File: src/rtl/jk_ctrl.sv
// jk_ctrl: turns three raw push-buttons (set / clear / toggle) into single
// one-cycle J/K commands for a downstream JK flip-flop.
//
// Each button is synchronised (2 flops) and debounced. The controller
// accepts one command when a debounced level rises. It then locks out all
// buttons until every debounced level has returned low.
//
// Parameters
//   DEBOUNCE_CYCLES : consecutive stable cycles before a level is accepted (2..255)
// Ports
//   clk      : system clock, rising edge
//   n_rst    : asynchronous active-low reset
//   btn_set  : raw button, request q <= 1
//   btn_clr  : raw button, request q <= 0
//   btn_tog  : raw button, request q <= ~q
//   j, k     : registered JK drive, non-zero only in the ISSUE cycle
//   busy     : high while in ISSUE or LOCK
//   cmd_cnt  : number of commands issued since reset (wraps 255 -> 0)
module jk_ctrl #(
  parameter int unsigned DEBOUNCE_CYCLES = 16
) (
  input  logic       clk,
  input  logic       n_rst,
  input  logic       btn_set,
  input  logic       btn_clr,
  input  logic       btn_tog,
  output logic       j,
  output logic       k,
  output logic       busy,
  output logic [7:0] cmd_cnt
);

  // Bit index of each button in the per-button vectors.
  localparam int unsigned B_SET = 0;
  localparam int unsigned B_CLR = 1;
  localparam int unsigned B_TOG = 2;

  localparam logic [7:0] DEB_LAST = 8'(DEBOUNCE_CYCLES - 1);

  // Command codes are stored directly as {j,k}.
  localparam logic [1:0] JK_NONE = 2'b00;
  localparam logic [1:0] JK_SET  = 2'b10;
  localparam logic [1:0] JK_CLR  = 2'b01;
  localparam logic [1:0] JK_TOG  = 2'b11;

  typedef enum logic [1:0] {
    IDLE  = 2'd0,
    ISSUE = 2'd1,
    LOCK  = 2'd2
  } state_t;

  logic [2:0]      btn_s;
  logic [2:0]      sync1_q, sync2_q;
  logic [2:0][7:0] cnt_q, cnt_d;
  logic [2:0]      deb_q, deb_d;
  state_t          state_q, state_d;
  logic [1:0]      cmd_q, cmd_d;
  logic            j_q, j_d;
  logic            k_q, k_d;
  logic            busy_q, busy_d;
  logic [7:0]      cmd_cnt_q, cmd_cnt_d;

  assign btn_s = {btn_tog, btn_clr, btn_set};

  // Debounce: count consecutive cycles where the synchronised level differs
  // from the accepted level; any agreeing cycle restarts the count.
  always_comb begin
    cnt_d = cnt_q;
    deb_d = deb_q;
    for (int i = 0; i < 3; i++) begin
      if (sync2_q[i] == deb_q[i]) begin
        cnt_d[i] = 8'd0;
      end else if (cnt_q[i] == DEB_LAST) begin
        deb_d[i] = sync2_q[i];
        cnt_d[i] = 8'd0;
      end else begin
        cnt_d[i] = cnt_q[i] + 8'd1;
      end
    end
  end

  // Next-state logic.
  always_comb begin
    state_d = state_q;
    case (state_q)
      IDLE: begin
        if (deb_q != 3'b000) begin
          state_d = ISSUE;
        end else begin
          state_d = IDLE;
        end
      end
      ISSUE: state_d = LOCK;
      LOCK: begin
        if (deb_q == 3'b000) begin
          state_d = IDLE;
        end else begin
          state_d = LOCK;
        end
      end
      default: state_d = IDLE;
    endcase
  end

  // Command latch: only sampled in IDLE, clear beats set beats toggle.
  always_comb begin
    cmd_d = cmd_q;
    if (state_q == IDLE) begin
      if (deb_q[B_CLR]) begin
        cmd_d = JK_CLR;
      end else if (deb_q[B_SET]) begin
        cmd_d = JK_SET;
      end else if (deb_q[B_TOG]) begin
        cmd_d = JK_TOG;
      end else begin
        cmd_d = JK_NONE;
      end
    end else begin
      cmd_d = cmd_q;
    end
  end

  // Outputs are decoded from the next state, so the registered j/k/busy
  // line up exactly with the state register.
  always_comb begin
    j_d       = 1'b0;
    k_d       = 1'b0;
    busy_d    = (state_d != IDLE);
    cmd_cnt_d = cmd_cnt_q;
    if (state_d == ISSUE) begin
      j_d       = cmd_d[1];
      k_d       = cmd_d[0];
      cmd_cnt_d = cmd_cnt_q + 8'd1;
    end else begin
      j_d       = 1'b0;
      k_d       = 1'b0;
      cmd_cnt_d = cmd_cnt_q;
    end
  end

  // State, synchroniser, debounce and output registers.
  always_ff @(posedge clk or negedge n_rst) begin
    if (!n_rst) begin
      sync1_q   <= 3'b000;
      sync2_q   <= 3'b000;
      cnt_q     <= '0;
      deb_q     <= 3'b000;
      state_q   <= IDLE;
      cmd_q     <= JK_NONE;
      j_q       <= 1'b0;
      k_q       <= 1'b0;
      busy_q    <= 1'b0;
      cmd_cnt_q <= 8'd0;
    end else begin
      sync1_q   <= btn_s;
      sync2_q   <= sync1_q;
      cnt_q     <= cnt_d;
      deb_q     <= deb_d;
      state_q   <= state_d;
      cmd_q     <= cmd_d;
      j_q       <= j_d;
      k_q       <= k_d;
      busy_q    <= busy_d;
      cmd_cnt_q <= cmd_cnt_d;
    end
  end

  assign j       = j_q;
  assign k       = k_q;
  assign busy    = busy_q;
  assign cmd_cnt = cmd_cnt_q;

endmodule

File: config.mk
export PLATFORM = sky130hd
export DESIGN_NAME = jk_ctrl
export DESIGN_NICKNAME = d
export VERILOG_FILES = /design/src/rtl/jk_ctrl.sv
export SDC_FILE = /design/constraint.sdc
export NUM_CORES = 1
export LEC_CHECK = 0
export CORE_ASPECT_RATIO = 0.9
export CORE_UTILIZATION = 57
export CTS_CLUSTER_DIAMETER = 100
export CTS_CLUSTER_SIZE = 28
export DETAILED_ROUTE_END_ITERATION = 16
export PLACE_DENSITY = 0.87
export SLEW_MARGIN = 20
export SYNTH_ARGS = -nofsm -noshare
export SYNTH_HDL_FRONTEND = slang
export SYNTH_SLANG_ARGS = --single-unit
File: constraint.sdc
create_clock -name clk -period 1.65 [get_ports clk]
set_input_delay 0.165 -clock clk [delete_from_list [all_inputs] [get_ports clk]]
set_output_delay 0.165 -clock clk [all_outputs]
set_load 0.05 [all_outputs]
==> results of run 1 <==
-- layer usage --
layer	track usage, %	wire length, µm	vias to the layer above
met4	9.94	57	0
li1	-	-	675
met3	5.81	98	8
met1	24.7	1620	692
met2	40.5	1870	20
met5	0	0	-
-- kinds of logic (layout without fill, tap and decap cells) --
| kind of cell | Yosys count | in the layout | synth area share (%) |
|---|---|---|---|
| compound gates | 30 | 30 | 10.3 |
| xor+xnor | 14 | 14 | 6.00 |
| fa+ha+maj | 4 | 4 | 2.45 |
| buf+inv | 5 | 31 | 0.979 |
| flops | 46 | 46 | 56.3 |
| mux | 4 | 4 | 2.57 |
| simple gates | 70 | 70 | 21.4 |
-- how the worst min path moves through the flow --
stage / start / endpoint / cells after the start
final: btn_tog / sync1_q[2] / 1
after global routing: btn_tog / sync1_q[2] / 1
after CTS: btn_tog / sync1_q[2] / 1
after detailed placement: n_rst / cmd_cnt[7] / 1
after global placement: n_rst / cmd_cnt[5] / 1
after floorplan: n_rst / busy / 0
-- stage by stage --
| step | hold slack [ps] | instance area (µm²) | std cells | util, % |
|---|---|---|---|---|
| 4_1_cts | 306 | 2370 | 243 | 69.7 |
| 2_1_floorplan | -131 | 2040 | 173 | - |
| 6_report | 311 | 2370 | 243 | 69.7 |
| 5_1_grt | 314 | 2370 | 243 | 69.7 |
| 3_5_place_dp | 110 | 2250 | 234 | 66.3 |
| 3_3_place_gp | 105 | 2250 | 234 | 66.3 |
-- state kept, by name, summed over array words and instances, names as in the netlist --
| name | cells |
|---|---|
| k | 1 |
| sync2_q | 3 |
| cnt_q | 24 |
| j | 1 |
| cmd_cnt | 8 |
| sync1_q | 3 |
| busy | 1 |
| deb_q | 3 |
| state_q | 2 |
-- repair_timing --
item                                   CTS  global route
hold buffers                             1             0
setup endpoints to repair                0             0
endpoints found under the hold margin   16             0
-- worst register-to-register path, delay by kind of cell, from the launching register on --
kind,cells,cell delay (ps)
AND/OR/NAND/NOR,2,370
multiplexers,1,310
adder cells (fa/ha/maj),1,270
flip-flops,1,430
-- layout make-up --
cell class	instances	share of cell area, %
inverter	4	0.633
tap	44	2.32
sequential	46	48.5
timing repair buffer	19	7.18
multi-input combinational	122	36.8
clock buffer	7	3.22
clock inverter	1	1.27
-- layout by cell type, fill, tap and decap left out, types with 2 or more instances in the layout --
cell type,instances
nand2b_1,3
inv_1,4
clkbuf_8,5
xnor2_1,7
nand2_1,8
nand3_1,11
ha_1,4
or3_1,13
nor4_2,2
nand4_1,4
nor2_1,10
clkdlybuf4s50_1,6
nor2b_1,2
xor2_1,7
buf_4,10
a41o_1,2
nor2_2,2
mux2_4,2
a31oi_1,2
clkbuf_1,2
dfrtp_1,46
a21oi_1,8
a21oi_2,5
nor3_1,6
nor4_4,2
o21ai_0,9
-- power by group through the flow --
stage,logic [mW],clock network [mW],registers [mW]
after floorplan,0.0546,0,1.22
after global placement,0.123,0,1.21
after detailed placement,0.130,0,1.21
after CTS,0.133,0.821,1.19
after global routing,0.146,0.863,1.19
final,0.130,0.810,1.19
==> impl_metrics.tcl, run 1 <==
set metrics [dict create \
    synth_area_per_cell_um2 11.8 \
    crit_chain "clkdlybuf4s50_1" \
    worst_slack_ps 46.4 \
    grt_pass1_wl_um 6270 \
    critical_path_arrival_ps 1440 \
    clk_latency_ps 300 \
    grt_max_degree 31 \
    endpoint_kind "output pin" \
    ys_seq_area_share_pct 56.3 \
    cp_num_buf_inv 1 \
    path_delay_family "buffers and inverters" \
    status "complete, no violations" \
    io_buffer_count 15 \
    sequentialPowerShare_pct 55.9 \
    die_x_um 65.1 \
    grt_usage_pct 22.3 \
    switching_share_pct 21.8 \
    initial_utilization_pct 60.1 \
    path_depth 1 \
    htree_levels 2 \
    hold_path.class "in -> reg" \
    synth_warnings 0 \
    drv_cap 0 \
    layout-drive-gt1-share_pct 18.1 \
    pre_cts_ws_ps 183 \
    period_needed_ps 1600 \
    drtIter0Drc 60 \
    cp_slowest_cell "clkdlybuf4s50_1" \
    fin_skew_ps 10.3 \
    grt_setup_unrepaired "false" \
    drtPass1Iterations 4 \
    grt_remaining_overflow 0 \
    period_share_pct 97.2 \
    fmax_mhz 624 \
    num_rows 20 \
    cts_sinks 46 \
    cts_resized 0 \
    place_hpwl_um 2610 \
    yosys.area.top_type "dfrtp_1" \
    placeableCoreArea_um2 3400 \
    ys_seq_elements 46 \
    p_switching_uw 464 \
    regArea_um2 1150 \
    tightest_slew_ps 503 \
    hold_viol_final 0 \
    grt_pass1_vias 1462 \
    pwr-share-clk_pct 38.0 \
    ff2ff_path_depth 4 \
    synth_fp_nets 182 \
    synth_common_cells "46 x dfrtp_1, 13 x or3_1, 11 x nand3_1" \
    setup_tns_ps 0 \
    drtAntennaViolNets 0 \
    p_leak_nw 1.05 \
    vias 1395 \
    synthTopCellsByArea "dfrtp_1 56%, or3_1 4.0%, xnor2_1 3.0%, xor2_1 3.0%, nand3_1 2.7%" \
    async_flop_share_pct 100 \
    ios 16 \
    cts_tree "done" \
    viasPerCell 5.74 \
    drcViolationCount 0 \
    antenna_found_initial 0 \
    cts_setup_buffers 0 \
    antenna_cells 0 \
    synth-edff-count 0 \
    crit_type "reg -> out" \
    root_buffer "clkbuf_8" \
    die_area_um2 3830 \
    setup_viol 0 \
    rr_endpoint "deb_q[1]" \
    ir_worst_vdd_uv 812 \
    place_congestion 0.782 \
    avgRoutedWirePerCell_um 15.0 \
    die_height_um 58.8 \
    synth-main-ff-cell "dfrtp_1" \
    r2r_start "cnt_q[8]" \
    p_int_mw 1.67 \
    path_max_fanout 1 \
    crit_end "j" \
    required_ps 1480 \
    drt_wl_total_um 3640 \
    clockBufferDepth 2 \
    synth_top_cell_area_share_pct 56.3 \
    drv_slew 0 \
    critical-path-max-stage-delay_ps 800 \
    multi_input_area_um2 873 \
    fillers 239 \
    yosysMostFrequentCell "dfrtp_1" \
    synth_area_um2 2040 \
    powerDensity_nw_per_um2 898 \
    synthCells 173 \
    max_slew_margin_pct 66.4 \
    ys_types 36 \
    power.total_mw 2.13 \
    rrSetupSlack_ps 170 \
    startpoint_type "flip-flop" \
    cts-buffers-inserted 5 \
    combPwrFrac_pct 6.1 \
    path_clk_slew_ps 80 \
    area_growth_pct 16.0 \
    crit_path_start "j" \
    nets 207 \
]
(Power assumes the default switching activity.)
==> inputs of run 2 (changes only) <==
DONT_BUFFER_PORTS = 1   (was default)
PLACE_DENSITY = 0.81   (was 0.87)
clock period = 1.6 ns   (was 1.65 ns; I/O delays follow)
==> run 2 against run 1 <==
Via count is 1.0% lower. Critical path type is now reg -> reg. Final area is 2.4% lower. Largest cell class unchanged. Die area stayed put. Utilization is 1.7 points lower. Critical endpoint is now deb_q[0].
==> impl_metrics.tcl, run 2 (same netlist as run 1, synthesis figures left out) <==
set metrics [dict create \
    status "complete, no violations" \
    num_rows 20 \
    mostFrequentLayoutCell "dfrtp_1" \
    holdCritStartpoint "sync1_q[1]" \
    startpoint_type "flip-flop" \
    drcViolationCount 0 \
    antenna_cells 0 \
    endpoint_kind "flip-flop" \
    fmax_mhz 687 \
    cts_tree "done" \
    vias 1381 \
    max_slew_margin_pct 66.4 \
    setup_tns_ps 0 \
    grt_pass1_wl_um 6190 \
    min_delay_path_depth 0 \
    cts_sinks 46 \
    multi_input_area_um2 873 \
    ios 16 \
    drtPass1Iterations 5 \
    drv_slew 0 \
    regMostFlops "cnt_q" \
    min_to "sync2_q[1]" \
    place_hpwl_um 2450 \
    fillers 246 \
    rrSetupSlack_ps 150 \
    grt_setup_unrepaired "false" \
    pwr-share-clk_pct 32.7 \
    die_x_um 65.1 \
    placeableCoreArea_um2 3400 \
    clockBufferDepth 2 \
    critical_path_arrival_ps 1640 \
    hold_path.class "reg -> reg" \
    mostFrequentLayoutCells "46 x dfrtp_1, 13 x or3_1, 11 x nand3_1" \
    drv_cap 0 \
    die_area_um2 3830 \
    clk_latency_ps 300 \
    sequentialPowerShare_pct 60.8 \
    r2r_start "cnt_q[0]" \
    regArea_um2 1150 \
    area_growth_pct 13.2 \
    grt_remaining_overflow 0 \
    path_max_fanout 4 \
    htree_levels 2 \
    largest_register_ffs 24 \
    path_clk_slew_ps 70 \
    power.total_mw 2.02 \
    die_height_um 58.8 \
    period_needed_ps 1450 \
    avgRoutedWirePerCell_um 15.0 \
    cts-buffers-inserted 5 \
    cts_resized 0 \
    p_leak_nw 1.02 \
    powerDensity_nw_per_um2 873 \
    p_switching_uw 470 \
    tightest_slew_ps 504 \
    hold_viol_final 0 \
    required_ps 1790 \
    grt_usage_pct 22.2 \
    io_buffer_count 0 \
    fin_skew_ps 3.70 \
    crit_type "reg -> reg" \
    nets 203 \
    layout-drive-gt1-share_pct 17.5 \
    setup_viol 0 \
    p_int_mw 1.55 \
    ir_worst_vdd_uv 615 \
    drtIter0Drc 52 \
    switching_share_pct 23.3 \
    place_congestion 0.748 \
    grt_pass1_vias 1398 \
    antenna_found_initial 0 \
    viasPerCell 5.80 \
    ff2ff_path_depth 4 \
    rr_endpoint "deb_q[0]" \
    period_share_pct 90.9 \
    combPwrFrac_pct 6.5 \
    drtAntennaViolNets 0 \
    root_buffer "clkbuf_8" \
    initial_utilization_pct 60.1 \
    cts_setup_buffers 0 \
    grt_max_degree 47 \
    drt_wl_total_um 3570 \
]
-- run 2: worst max-delay path: stages, from the launching register on --
cell	delay [ps]
dfrtp_1	390
ha_1	260
nand3_1	140
and2b_1	220
mux2_2	330
-- run 2: metrics by stage --
step / hold WS [ps] / utilization [%] / setup WS [ps] / cells / instance area, µm²
floorplan: -136 / - / 197 / 173 / 2040
global placement: -135 / 63.7 / 238 / 226 / 2170
detailed placement: -135 / 63.7 / 164 / 226 / 2170
CTS: 353 / 68.0 / 146 / 238 / 2310
global route: 357 / 68.0 / 37.5 / 238 / 2310
finish: 350 / 68.0 / 145 / 238 / 2310
-- run 2: worst max path at each step --
stage / from / slack [ps] / cells after the start / end
floorplan: cmd_cnt[3] / 200 / 3 / cmd_cnt[7]
global placement: cnt_q[0] / 240 / 4 / deb_q[0]
detailed placement: cnt_q[16] / 160 / 4 / deb_q[2]
CTS: cnt_q[0] / 150 / 4 / deb_q[0]
global route: cnt_q[16] / 40 / 4 / cnt_q[22]
finish: cnt_q[0] / 150 / 4 / deb_q[0]
-- run 2: what timing repair did --
action	CTS	global route
hold endpoints to repair	49	0
hold buffers	5	0
endpoints found under the setup margin	0	0
-- run 2: power groups by stage --
stage | logic [mW] | registers, mW | clock network (mW)
2_1_floorplan | 0.0564 | 1.26 | 0
3_3_place_gp | 0.0905 | 1.25 | 0
3_5_place_dp | 0.0949 | 1.25 | 0
4_1_cts | 0.134 | 1.23 | 0.691
5_1_grt | 0.146 | 1.23 | 0.720
6_report | 0.131 | 1.23 | 0.661
-- run 2: cell type report --
| class | count | share of cell area (%) |
|---|---|---|
| Inverter | 4 | 0.649 |
| Sequential cell | 46 | 49.8 |
| Clock buffer | 7 | 3.30 |
| Tap cell | 44 | 2.38 |
| Multi-Input combinational cell | 122 | 37.8 |
| Timing Repair Buffer | 15 | 6.17 |
-- run 2: per-layer routing --
metal	share of wire [%]	global-route usage, %	up-vias
li1	-	-	667
met1	43	26.4	668
met2	50	36.6	37
met3	5.2	8.33	9
met4	2.1	9.63	0
met5	0	0	-
==> inputs of run 3 (changes only) <==
CORE_ASPECT_RATIO = 0.8   (was 0.9)
==> run 3 against run 2 <==
Sequential cell count unchanged. Utilization down 0.29 points. Wire length grew 2.7%. Clock-buffer cell count fell by 2. Combinational power is essentially flat. Register-to-register slack is essentially flat. Sequential share of layout area down 0.081 points. Highest routed layer unchanged. Fmax decreased by 0.49%. Sequential power hardly changed. Non-clock buffer count down 1.
==> impl_metrics.tcl, run 3 (same netlist as run 1, synthesis figures left out) <==
set metrics [dict create \
    wl_met1_um 1700 \
    crit_type "reg -> reg" \
    htree_levels 2 \
    placeableCoreArea_um2 3420 \
    fin_skew_ps 6.09 \
    drtPass1Iterations 4 \
    grt_pass1_vias 1426 \
    powerDensity_nw_per_um2 896 \
    met2_length_um 1800 \
    largest_register_ffs 24 \
    die_x_um 69.0 \
    endpoint_kind "flip-flop" \
    cts_tree "done" \
    grt_max_degree 47 \
    grt_setup_unrepaired "false" \
    drtIter0Drc 66 \
    layout-drive-gt1-share_pct 18.6 \
    setup_tns_ps 0 \
    setup_viol 0 \
    fin_area_um2 2320 \
    avgRoutedWirePerCell_um 15.5 \
    path_max_fanout 6 \
    status "complete, no violations" \
    root_buffer "clkbuf_8" \
    drv_slew 0 \
    wl_met3_um 110 \
    period_share_pct 91.4 \
    holdCritStartpoint "sync1_q[0]" \
    hold_path.class "reg -> reg" \
    crit_path_start "cnt_q[4]" \
    drt_wl_total_um 3660 \
    regMostFlops "cnt_q" \
    crit_end "deb_q[0]" \
    place_congestion 0.726 \
    die_area_um2 3830 \
    topRoutingLayerUsed "met4" \
    rrSetupSlack_ps 140 \
    max_slew_margin_pct 66.5 \
    p_leak_nw 1.03 \
    ios 16 \
    mostFrequentLayoutCells "46 x dfrtp_1, 13 x or3_1, 11 x nand3_1" \
    rr_endpoint "deb_q[0]" \
    startpoint_type "flip-flop" \
    cts_sinks 46 \
    grt_remaining_overflow 0 \
    antenna_found_initial 0 \
    ir_worst_vdd_uv 916 \
    required_ps 1790 \
    tightest_slew_ps 502 \
    grt_pass1_wl_um 6240 \
    path_clk_slew_ps 90 \
    mostFrequentLayoutCell "dfrtp_1" \
    r2r_start "cnt_q[4]" \
    viasPerCell 5.90 \
    drv_cap 0 \
    hold_viol_final 0 \
    place_hpwl_um 2540 \
    cts_resized 0 \
    antenna_cells 0 \
    clk_latency_ps 300 \
    period_needed_ps 1460 \
    cts_setup_buffers 0 \
    ff2ff_path_depth 3 \
    drtAntennaViolNets 0 \
    fillers 260 \
    grt_usage_pct 22.2 \
    drcViolationCount 0 \
    vias 1393 \
    cts-buffers-inserted 5 \
    clockBufferDepth 2 \
    die_height_um 55.6 \
    initial_utilization_pct 59.7 \
    placed_area_um2 2160 \
    io_buffer_count 0 \
    critical_path_arrival_ps 1650 \
    area_growth_pct 13.3 \
    cts_hold_buf 5 \
    fmax_mhz 684 \
    num_rows 19 \
    nets 202 \
]
run 3: cell types whose count changed in the layout (fill, tap and decap cells not counted):
| cell | previous run | this run |
|---|---|---|
| buf_4 | 10 | 9 |
| clkbuf_1 | 2 | 0 |
| clkinv_2 | 0 | 1 |
| clkinv_4 | 0 | 1 |
| clkinvlp_4 | 0 | 1 |
run 3: routing by layer:
layer  global-route usage, %  up-vias
met3                    5.79        7
met5                       0        -
met2                    35.0       22
met4                    6.12        0
li1                        -      667
met1                    30.3      697
run 3: where the power goes:
group,switching [mW],internal [mW],leakage (nW)
clock,0.409,0.307,0.0441
combinational,0.0753,0.0553,0.360
sequential,0.0351,1.19,0.621
run 3: through the flow:
stage	worst slack [ps]	cells	total power [mW]	hold slack [ps]	utilization (%)
2_1_floorplan	197	173	1.32	-136	-
3_3_place_gp	213	223	1.34	-134	63.1
3_5_place_dp	143	223	1.34	-134	63.1
4_1_cts	127	236	2.09	365	67.7
5_1_grt	40.8	236	2.15	366	67.7
6_report	138	236	2.08	360	67.7
run 3: area by class of cell:
class	instances	area, µm²	share of cell area (%)
Sequential cell	46	1150	49.7
Inverter	4	15.0	0.648
Multi-Input combinational cell	122	873	37.7
Timing Repair Buffer	14	135	5.83
Tap cell	42	52.6	2.27
Clock buffer	5	68.8	2.97
Clock inverter	3	21.3	0.918
run 3: how the worst min path moves through the flow:
| stage | end | slack (ps) | cells after the start |
|---|---|---|---|
| 6_report | sync2_q[0] | 360 | 0 |
| 5_1_grt | sync2_q[0] | 370 | 0 |
| 4_1_cts | sync2_q[1] | 370 | 0 |
| 3_5_place_dp | cnt_q[7] | -130 | 0 |
| 3_3_place_gp | cnt_q[7] | -130 | 0 |
| 2_1_floorplan | busy | -140 | 0 |
run 3: worst max-delay path, stage by stage (launching register included):
cell and delay, ps:
dfrtp_1 450, nor4_2 410, and2b_1 180, mux2_2 320
